`src/rtl/bit_unpack_stream_if.sv`:
```
// bit_unpack_stream_if
//   Handshake bundle for the streaming coefficient unpacker.
//   Input side : in_valid / in_ready / in_data  (packed byte stream, LSB-first)
//   Output side: out_valid / out_ready / out_data / out_idx / out_last
//   master : the side that feeds bytes and consumes coefficients
//   slave  : the unpacker itself
interface bit_unpack_stream_if #(
  parameter int IN_W   = 32,
  parameter int COEF_W = 24
);
  logic              in_valid;
  logic              in_ready;
  logic [IN_W-1:0]   in_data;
  logic              out_valid;
  logic              out_ready;
  logic [COEF_W-1:0] out_data;
  logic [7:0]        out_idx;
  logic              out_last;

  modport master (
    output in_valid, in_data, out_ready,
    input  in_ready, out_valid, out_data, out_idx, out_last
  );

  modport slave (
    input  in_valid, in_data, out_ready,
    output in_ready, out_valid, out_data, out_idx, out_last
  );
endinterface

```
`src/rtl/bit_unpack_stream.sv`:
```
// bit_unpack_stream
//   Streaming ML-DSA coefficient unpacker. Consumes a packed polynomial
//   (256 coefficients x c bits) as IN_W-bit words and emits one coefficient
//   per output handshake, either zero-extended (SimpleBitUnpack) or as
//   b - z modulo 2^COEF_W (BitUnpack).
// Ports:
//   clk, reset          clock, asynchronous active-high reset
//   start               begin a polynomial (honoured only when idle)
//   cfg_c/cfg_b/cfg_signed  width, bound, mode; latched on accepted start
//   bus (slave)         input word stream and output coefficient stream
//   busy                high while a polynomial is in flight
//   done                one-cycle pulse after the index-255 handshake
//   cfg_err             sticky, set by start with c == 0 or c > MAX_C
//   range_err           sticky out-of-range coefficient flag
// Optional feature macro: BIT_UNPACK_RANGE_CHECK_EN
//   defined   -> range_err flags z > b (unsigned) or z > 2b (signed)
//   undefined -> range_err tied low, no comparator
module bit_unpack_stream #(
  parameter int IN_W   = 32,
  parameter int MAX_C  = 20,
  parameter int COEF_W = 24
) (
  input  logic               clk,
  input  logic               reset,
  input  logic               start,
  input  logic [4:0]         cfg_c,
  input  logic [COEF_W-1:0]  cfg_b,
  input  logic               cfg_signed,
  bit_unpack_stream_if.slave bus,
  output logic               busy,
  output logic               done,
  output logic               cfg_err,
  output logic               range_err
);
  localparam int BUF_W = MAX_C + IN_W;
  localparam int FW    = $clog2(BUF_W + 1);
  localparam int WLW   = 16;
  // 256*c/IN_W with IN_W a power of two is a left shift of c
  localparam int SH    = 8 - $clog2(IN_W);

  typedef enum logic {IDLE, RUN} state_t;
  state_t state;

  logic [BUF_W-1:0]  bit_buf;
  logic [FW-1:0]     fill;
  logic [WLW-1:0]    words_left;
  logic [7:0]        idx;
  logic [4:0]        c_q;
  logic [COEF_W-1:0] b_q;
  logic              sgn_q;

  logic              cfg_ok, acc, ext;
  logic [FW-1:0]     c_fw, fill_sh, fill_nx;
  logic [BUF_W-1:0]  buf_sh, buf_nx;
  logic [MAX_C-1:0]  mask, z;
  logic [COEF_W-1:0] z_ext, coef;

  assign cfg_ok = (cfg_c != 5'd0) && (32'(cfg_c) <= MAX_C);
  assign c_fw   = FW'(c_q);

  assign bus.in_ready = (state == RUN) && (words_left != '0) &&
                        (fill <= FW'(BUF_W - IN_W));
  assign acc = bus.in_valid && bus.in_ready;
  // Extract only into an empty or draining output register
  assign ext = (state == RUN) && (fill >= c_fw) &&
               (!bus.out_valid || bus.out_ready);

  assign mask  = ~({MAX_C{1'b1}} << c_q);
  assign z     = bit_buf[MAX_C-1:0] & mask;
  assign z_ext = {{(COEF_W-MAX_C){1'b0}}, z};
  assign coef  = sgn_q ? (b_q - z_ext) : z_ext;

  // Consume first, then append the new word right above the surviving bits
  assign buf_sh  = ext ? (bit_buf >> c_q) : bit_buf;
  assign fill_sh = ext ? (fill - c_fw) : fill;
  assign buf_nx  = acc ? (buf_sh | (BUF_W'(bus.in_data) << fill_sh)) : buf_sh;
  assign fill_nx = acc ? (fill_sh + FW'(IN_W)) : fill_sh;

`ifdef BIT_UNPACK_RANGE_CHECK_EN
  logic [COEF_W:0] lim;
  logic            z_bad;
  assign lim   = sgn_q ? {b_q, 1'b0} : {1'b0, b_q};
  assign z_bad = {1'b0, z_ext} > lim;
`else
  assign range_err = 1'b0;
`endif

  always_ff @(posedge clk or posedge reset) begin
    if (reset) begin
      state         <= IDLE;
      bit_buf       <= '0;
      fill          <= '0;
      words_left    <= '0;
      idx           <= '0;
      c_q           <= '0;
      b_q           <= '0;
      sgn_q         <= 1'b0;
      busy          <= 1'b0;
      done          <= 1'b0;
      cfg_err       <= 1'b0;
      bus.out_valid <= 1'b0;
      bus.out_data  <= '0;
      bus.out_idx   <= '0;
      bus.out_last  <= 1'b0;
`ifdef BIT_UNPACK_RANGE_CHECK_EN
      range_err     <= 1'b0;
`endif
    end else begin
      done <= 1'b0;
      case (state)
        IDLE: begin
          if (start) begin
            if (cfg_ok) begin
              state      <= RUN;
              busy       <= 1'b1;
              c_q        <= cfg_c;
              b_q        <= cfg_b;
              sgn_q      <= cfg_signed;
              words_left <= WLW'(cfg_c) << SH;
              bit_buf    <= '0;
              fill       <= '0;
              idx        <= '0;
              cfg_err    <= 1'b0;
`ifdef BIT_UNPACK_RANGE_CHECK_EN
              range_err  <= 1'b0;
`endif
            end else begin
              cfg_err <= 1'b1;
            end
          end
        end
        RUN: begin
          bit_buf <= buf_nx;
          fill    <= fill_nx;
          if (acc) words_left <= words_left - WLW'(1);
          if (ext) begin
            bus.out_valid <= 1'b1;
            bus.out_data  <= coef;
            bus.out_idx   <= idx;
            bus.out_last  <= (idx == 8'd255);
            idx           <= idx + 8'd1;
`ifdef BIT_UNPACK_RANGE_CHECK_EN
            if (z_bad) range_err <= 1'b1;
`endif
          end else if (bus.out_ready) begin
            bus.out_valid <= 1'b0;
          end
          if (bus.out_valid && bus.out_ready && bus.out_last) begin
            state <= IDLE;
            busy  <= 1'b0;
            done  <= 1'b1;
          end
        end
        default: state <= IDLE;
      endcase
    end
  end
endmodule

```
`src/flat_wrapper.sv`:
```
// flat-port wrapper written by rule: the top's interface ports become plain ports
module bit_unpack_stream_flat 
#(
  parameter int IN_W   = 32,
  parameter int MAX_C  = 20,
  parameter int COEF_W = 24
)
  (clk, reset, start, cfg_c, cfg_b, cfg_signed, busy, done, cfg_err, range_err, bus_in_valid, bus_in_data, bus_out_ready, bus_in_ready, bus_out_valid, bus_out_data, bus_out_idx, bus_out_last);
  bit_unpack_stream_if #(.IN_W(IN_W), .COEF_W(COEF_W)) bus_i ();
  input  logic clk;
  input  logic reset;
  input  logic start;
  input  logic [4:0] cfg_c;
  input  logic [COEF_W-1:0] cfg_b;
  input  logic cfg_signed;
  output logic busy;
  output logic done;
  output logic cfg_err;
  output logic range_err;
  input wire logic [$bits(bus_i.in_valid)-1:0] bus_in_valid;
  input wire logic [$bits(bus_i.in_data)-1:0] bus_in_data;
  input wire logic [$bits(bus_i.out_ready)-1:0] bus_out_ready;
  output wire logic [$bits(bus_i.in_ready)-1:0] bus_in_ready;
  output wire logic [$bits(bus_i.out_valid)-1:0] bus_out_valid;
  output wire logic [$bits(bus_i.out_data)-1:0] bus_out_data;
  output wire logic [$bits(bus_i.out_idx)-1:0] bus_out_idx;
  output wire logic [$bits(bus_i.out_last)-1:0] bus_out_last;
  assign bus_i.in_valid = bus_in_valid;
  assign bus_i.in_data = bus_in_data;
  assign bus_i.out_ready = bus_out_ready;
  assign bus_in_ready = bus_i.in_ready;
  assign bus_out_valid = bus_i.out_valid;
  assign bus_out_data = bus_i.out_data;
  assign bus_out_idx = bus_i.out_idx;
  assign bus_out_last = bus_i.out_last;
  bit_unpack_stream #(.IN_W(IN_W), .MAX_C(MAX_C), .COEF_W(COEF_W)) u_core (.clk(clk), .reset(reset), .start(start), .cfg_c(cfg_c), .cfg_b(cfg_b), .cfg_signed(cfg_signed), .bus(bus_i), .busy(busy), .done(done), .cfg_err(cfg_err), .range_err(range_err));
endmodule
```
`config.mk`:
```
export PLATFORM = sky130hd
export DESIGN_NAME = bit_unpack_stream_flat
export DESIGN_NICKNAME = d
export VERILOG_FILES = /design/src/rtl/bit_unpack_stream_if.sv /design/src/rtl/bit_unpack_stream.sv /design/src/flat_wrapper.sv
export SDC_FILE = /design/constraint.sdc
export NUM_CORES = 1
export LEC_CHECK = 0
export BUFFER_PORTS_ARGS = -buffer_cell sky130_fd_sc_hd__buf_2
export CELL_PAD_IN_SITES_DETAIL_PLACEMENT = 0
export CELL_PAD_IN_SITES_GLOBAL_PLACEMENT = 1
export CORE_MARGIN = 4
export CORE_UTILIZATION = 30
export CTS_CLUSTER_DIAMETER = 200
export DETAILED_ROUTE_END_ITERATION = 12
export PLACE_DENSITY_LB_ADDON = 0.1
export SLEW_MARGIN = 30
export SYNTH_ARGS = -nofsm -noshare
export SYNTH_HDL_FRONTEND = slang
export SYNTH_SLANG_ARGS = --single-unit
```
`constraint.sdc`:
```
create_clock -name clk -period 5 [get_ports clk]
set_input_delay 1 -clock clk [delete_from_list [all_inputs] [get_ports clk]]
set_output_delay 1 -clock clk [all_outputs]
set_load 0.05 [all_outputs]
```
==> impl_metrics.yaml <==
clocking:
  insertion_delay_ps: 470
  postCtsHoldBufs: 0
  numCtsBuffers: 17
  cts_tree: "built"
  cts.sinks: 150
  ctsHtreeMaxLevel: 4
  clock_path_buffers: 2
  post_cts_resize_count: 0
  path_clk_slew_ps: 70
  cts_setup_buffers: 0
  cts_root_buf: "clkbuf_16"
setup_path:
  cp_common_cell: "mux2i_1"
  critPathKind: "reg2reg"
  cp_slowest_stage_delay_ps: 600
  slowest_stage: "mux2_4"
  crit_fanout: 34
  critPathRequiredTime_ps: 5320
  critPathArrivalTime_ps: 4840
  startpoint_type: "register"
  path_buf_inv: 2
  end_kind: "register"
  path_delay_family: "multiplexers"
  crit_chain: "inv_1, ha_1, inv_1, fa_1, a211o_1, o211ai_1, a21oi_4, mux2_4, mux2i_1, mux2i_1, mux2i_1, mux2i_1, a221oi_1, nor2_1"
synth:
  seq_area_frac_synth_pct: 29.7
  synth_area_per_cell_um2: 8.27
  synthFlopType: "dfrtp_1"
  synth_edf_count: 0
  netlist_area_um2: 12700
  synth_top_area_share_pct: 29.7
  yosys_warnings: 0
  syn_inst: 1531
  yosysMostFrequentCell: "nand2_1"
  synth-seq-cells: 150
  synthArstFlopShare_pct: 100
  synthTopCellsByArea: "dfrtp_1, mux2i_1, nand2_1"
  synth_cell_types: 75
  yosys.area.top_type: "dfrtp_1"
  synth_nets: 1627
  synth_common_cells: "nand2_1, nor2_1, dfrtp_1, mux2i_1, o21ai_0"
place:
  port_buffers: 104
  dp.cells: 2095
  dp_slack_ps: 520
  hpwl_um: 37800
  placed_cell_area_um2: 13700
  place_congestion: 0.890
global_route:
  grt_pass1_wl_um: 77200
  grt_use_total_pct: 22.2
  first_global_vias: 12100
  overflow: 0
  antenna_found_initial: 0
  grt_max_degree: 84
sta:
  post-route-period-util_pct: 90.5
  rsz0062_at_grt: "false"
  clock_skew_ps: 13.1
  holdWs_ps: 467
  period_needed_ps: 4520
  final_max_slew_viol_count: 0
  fin_tns_setup_ps: 0
  setup_violations: 0
  fmax_mhz: 221
  fin_ws_ps: 476
  hold_violations: 0
  maxSlewHeadroom_pct: 33.1
  worstMarginPinSlew_ps: 1000
drt:
  post-route-drc-count: 0
  dr.pass1.iters: 5
  drt_iter0_drc: 991
  vias: 12100
  wire_per_inst_um: 23.8
  drt_wl_total_um: 50600
  routed_via_density: 5.71
  drtAntennaViolNets: 0
finish:
  areaGrowthSynthToFinish_pct: 13.0
  final_net_count: 1678
  final_area_um2: 14300
  antennaDiodeCount: 0
  fin_util_pct: 34.6
  fillers: 4460
  final_layout_size_suffix_gt1_share_pct: 17.3
  finalNonFillerCells: 2126
pwr:
  power.share.clock_pct: 12.1
  seq_power_share_pct: 18.9
  total_power_mw: 11.1
  p_sw_mw: 6.12
  power.share.combinational_pct: 69.0
  power_density_nw_per_um2: 778
  irDropWorstVdd_mv: 0.394
  swShare_pct: 55.1
  power.internal_mw: 5.00
  p_leak_nw: 6.35
min_path:
  hold_class: "reg2reg"
die:
  die_x_um: 213
  dieArea_um2: 45500
  core.rowCount: 74
  coreArea_um2: 41300
  ios: 106
  initial_core_util_pct: 30.6
  die_h_um: 213
run_status:
  outcome: "completed"
job:
  drv_cap: 0
[metal layers]
layer,track usage [%],wire length [um],vias to the layer above
li1,-,-,5701
met2,35.0,23000,366
met5,0,0,-
met3,4.42,2990,63
met1,31.4,23300,6005
met4,6.09,1210,0
[state kept, by name, summed over array words and instances (netlist names), 5 cells and up]
register and count:
u_core.b_q 24, u_core.fill 6, u_core.idx 8, u_core.c_q 5, u_core.bus.out_idx 8, u_core.bus.out_data 24, u_core.words_left 16, u_core.bit_buf 52
[worst register-to-register path, stage by stage (launching register included)]
cell and delay (ps):
dfrtp_1 390, inv_1 130, ha_1 190, inv_1 60
fa_1 420, a211o_1 290, o211ai_1 210, a21oi_4 220
mux2_4 600, mux2i_1 310, mux2i_1 180, mux2i_1 600
mux2i_1 360, a221oi_1 360, nor2_1 60
[area by class of cell]
type	instances	area [um2]	share of cell area (%)
multi-input cells	1244	8370	58.6
flip-flops and latches	150	3760	26.3
repair buffers	143	826	5.77
well taps	532	666	4.65
clock buffers	18	429	3.00
clock inverters	13	145	1.01
inverters	26	101	0.709
[worst paths after layout]
check / start / endpoint / slack (ps) / cells past startpoint
worst min-delay path: u_core.bus.out_idx[5] / u_core.bus.out_idx[5] / 470 / 2
min in group asynchronous: reset / u_core.bus.out_data[6] / 670 / 2
max in group asynchronous: reset / u_core.bit_buf[23] / 3410 / 3
worst min register to register: u_core.bus.out_idx[5] / u_core.bus.out_idx[5] / 470 / 2
worst max register to register: u_core.fill[0] / u_core.bit_buf[12] / 480 / 14
worst max-delay path: u_core.fill[0] / u_core.bit_buf[12] / 480 / 14
[cell families (layout without fill, tap and decap cells)]
kind of cell,Yosys count,in the layout,share of synthesized area (%)
multiplexers,226,226,21.2
AND/OR/NAND/NOR,532,532,17.7
XOR/XNOR,36,36,2.49
other,1,1,0.0296
buffers and inverters,137,200,4.50
flip-flops,150,150,29.7
AO/OA/AOI/OAI,420,420,21.4
adder cells (fa/ha/maj),29,29,2.99
[power by group through the flow]
stage          sequential [mW]  clock [mW]  combinational, mW
6_report                  2.10        1.35               7.67
3_5_place_dp              2.11           0               7.57
4_1_cts                   2.09        1.39               7.60
5_1_grt                   2.14        1.44               8.26
2_1_floorplan             2.25           0               4.94
3_3_place_gp              2.11           0               7.57
[layout by cell type, fill, tap and decap left out, types with 7 or more instances in the layout]
cell	synthesis	final
inv_1	24	23
a21o_1	8	7
nor3_1	30	30
clkbuf_16	0	17
nor2b_1	9	9
mux4_2	27	27
o21ai_0	124	124
a22oi_1	14	14
a211oi_1	17	17
o21a_1	10	10
nor2_1	159	157
or3_1	13	13
xor2_1	11	11
a21oi_1	95	95
o221ai_1	7	7
o22ai_1	21	21
and3_1	12	12
buf_2	8	104
dfrtp_1	150	146
mux2i_1	143	142
o211ai_1	15	15
nand2_1	257	257
a22o_1	12	12
mux2_2	53	53
a221oi_1	19	19
xnor2_1	25	25
ha_1	27	27
o22a_1	7	7
nand3_1	24	24
buf_4	2	38
a31oi_1	20	20
Power figures use the tool's default switching activity.
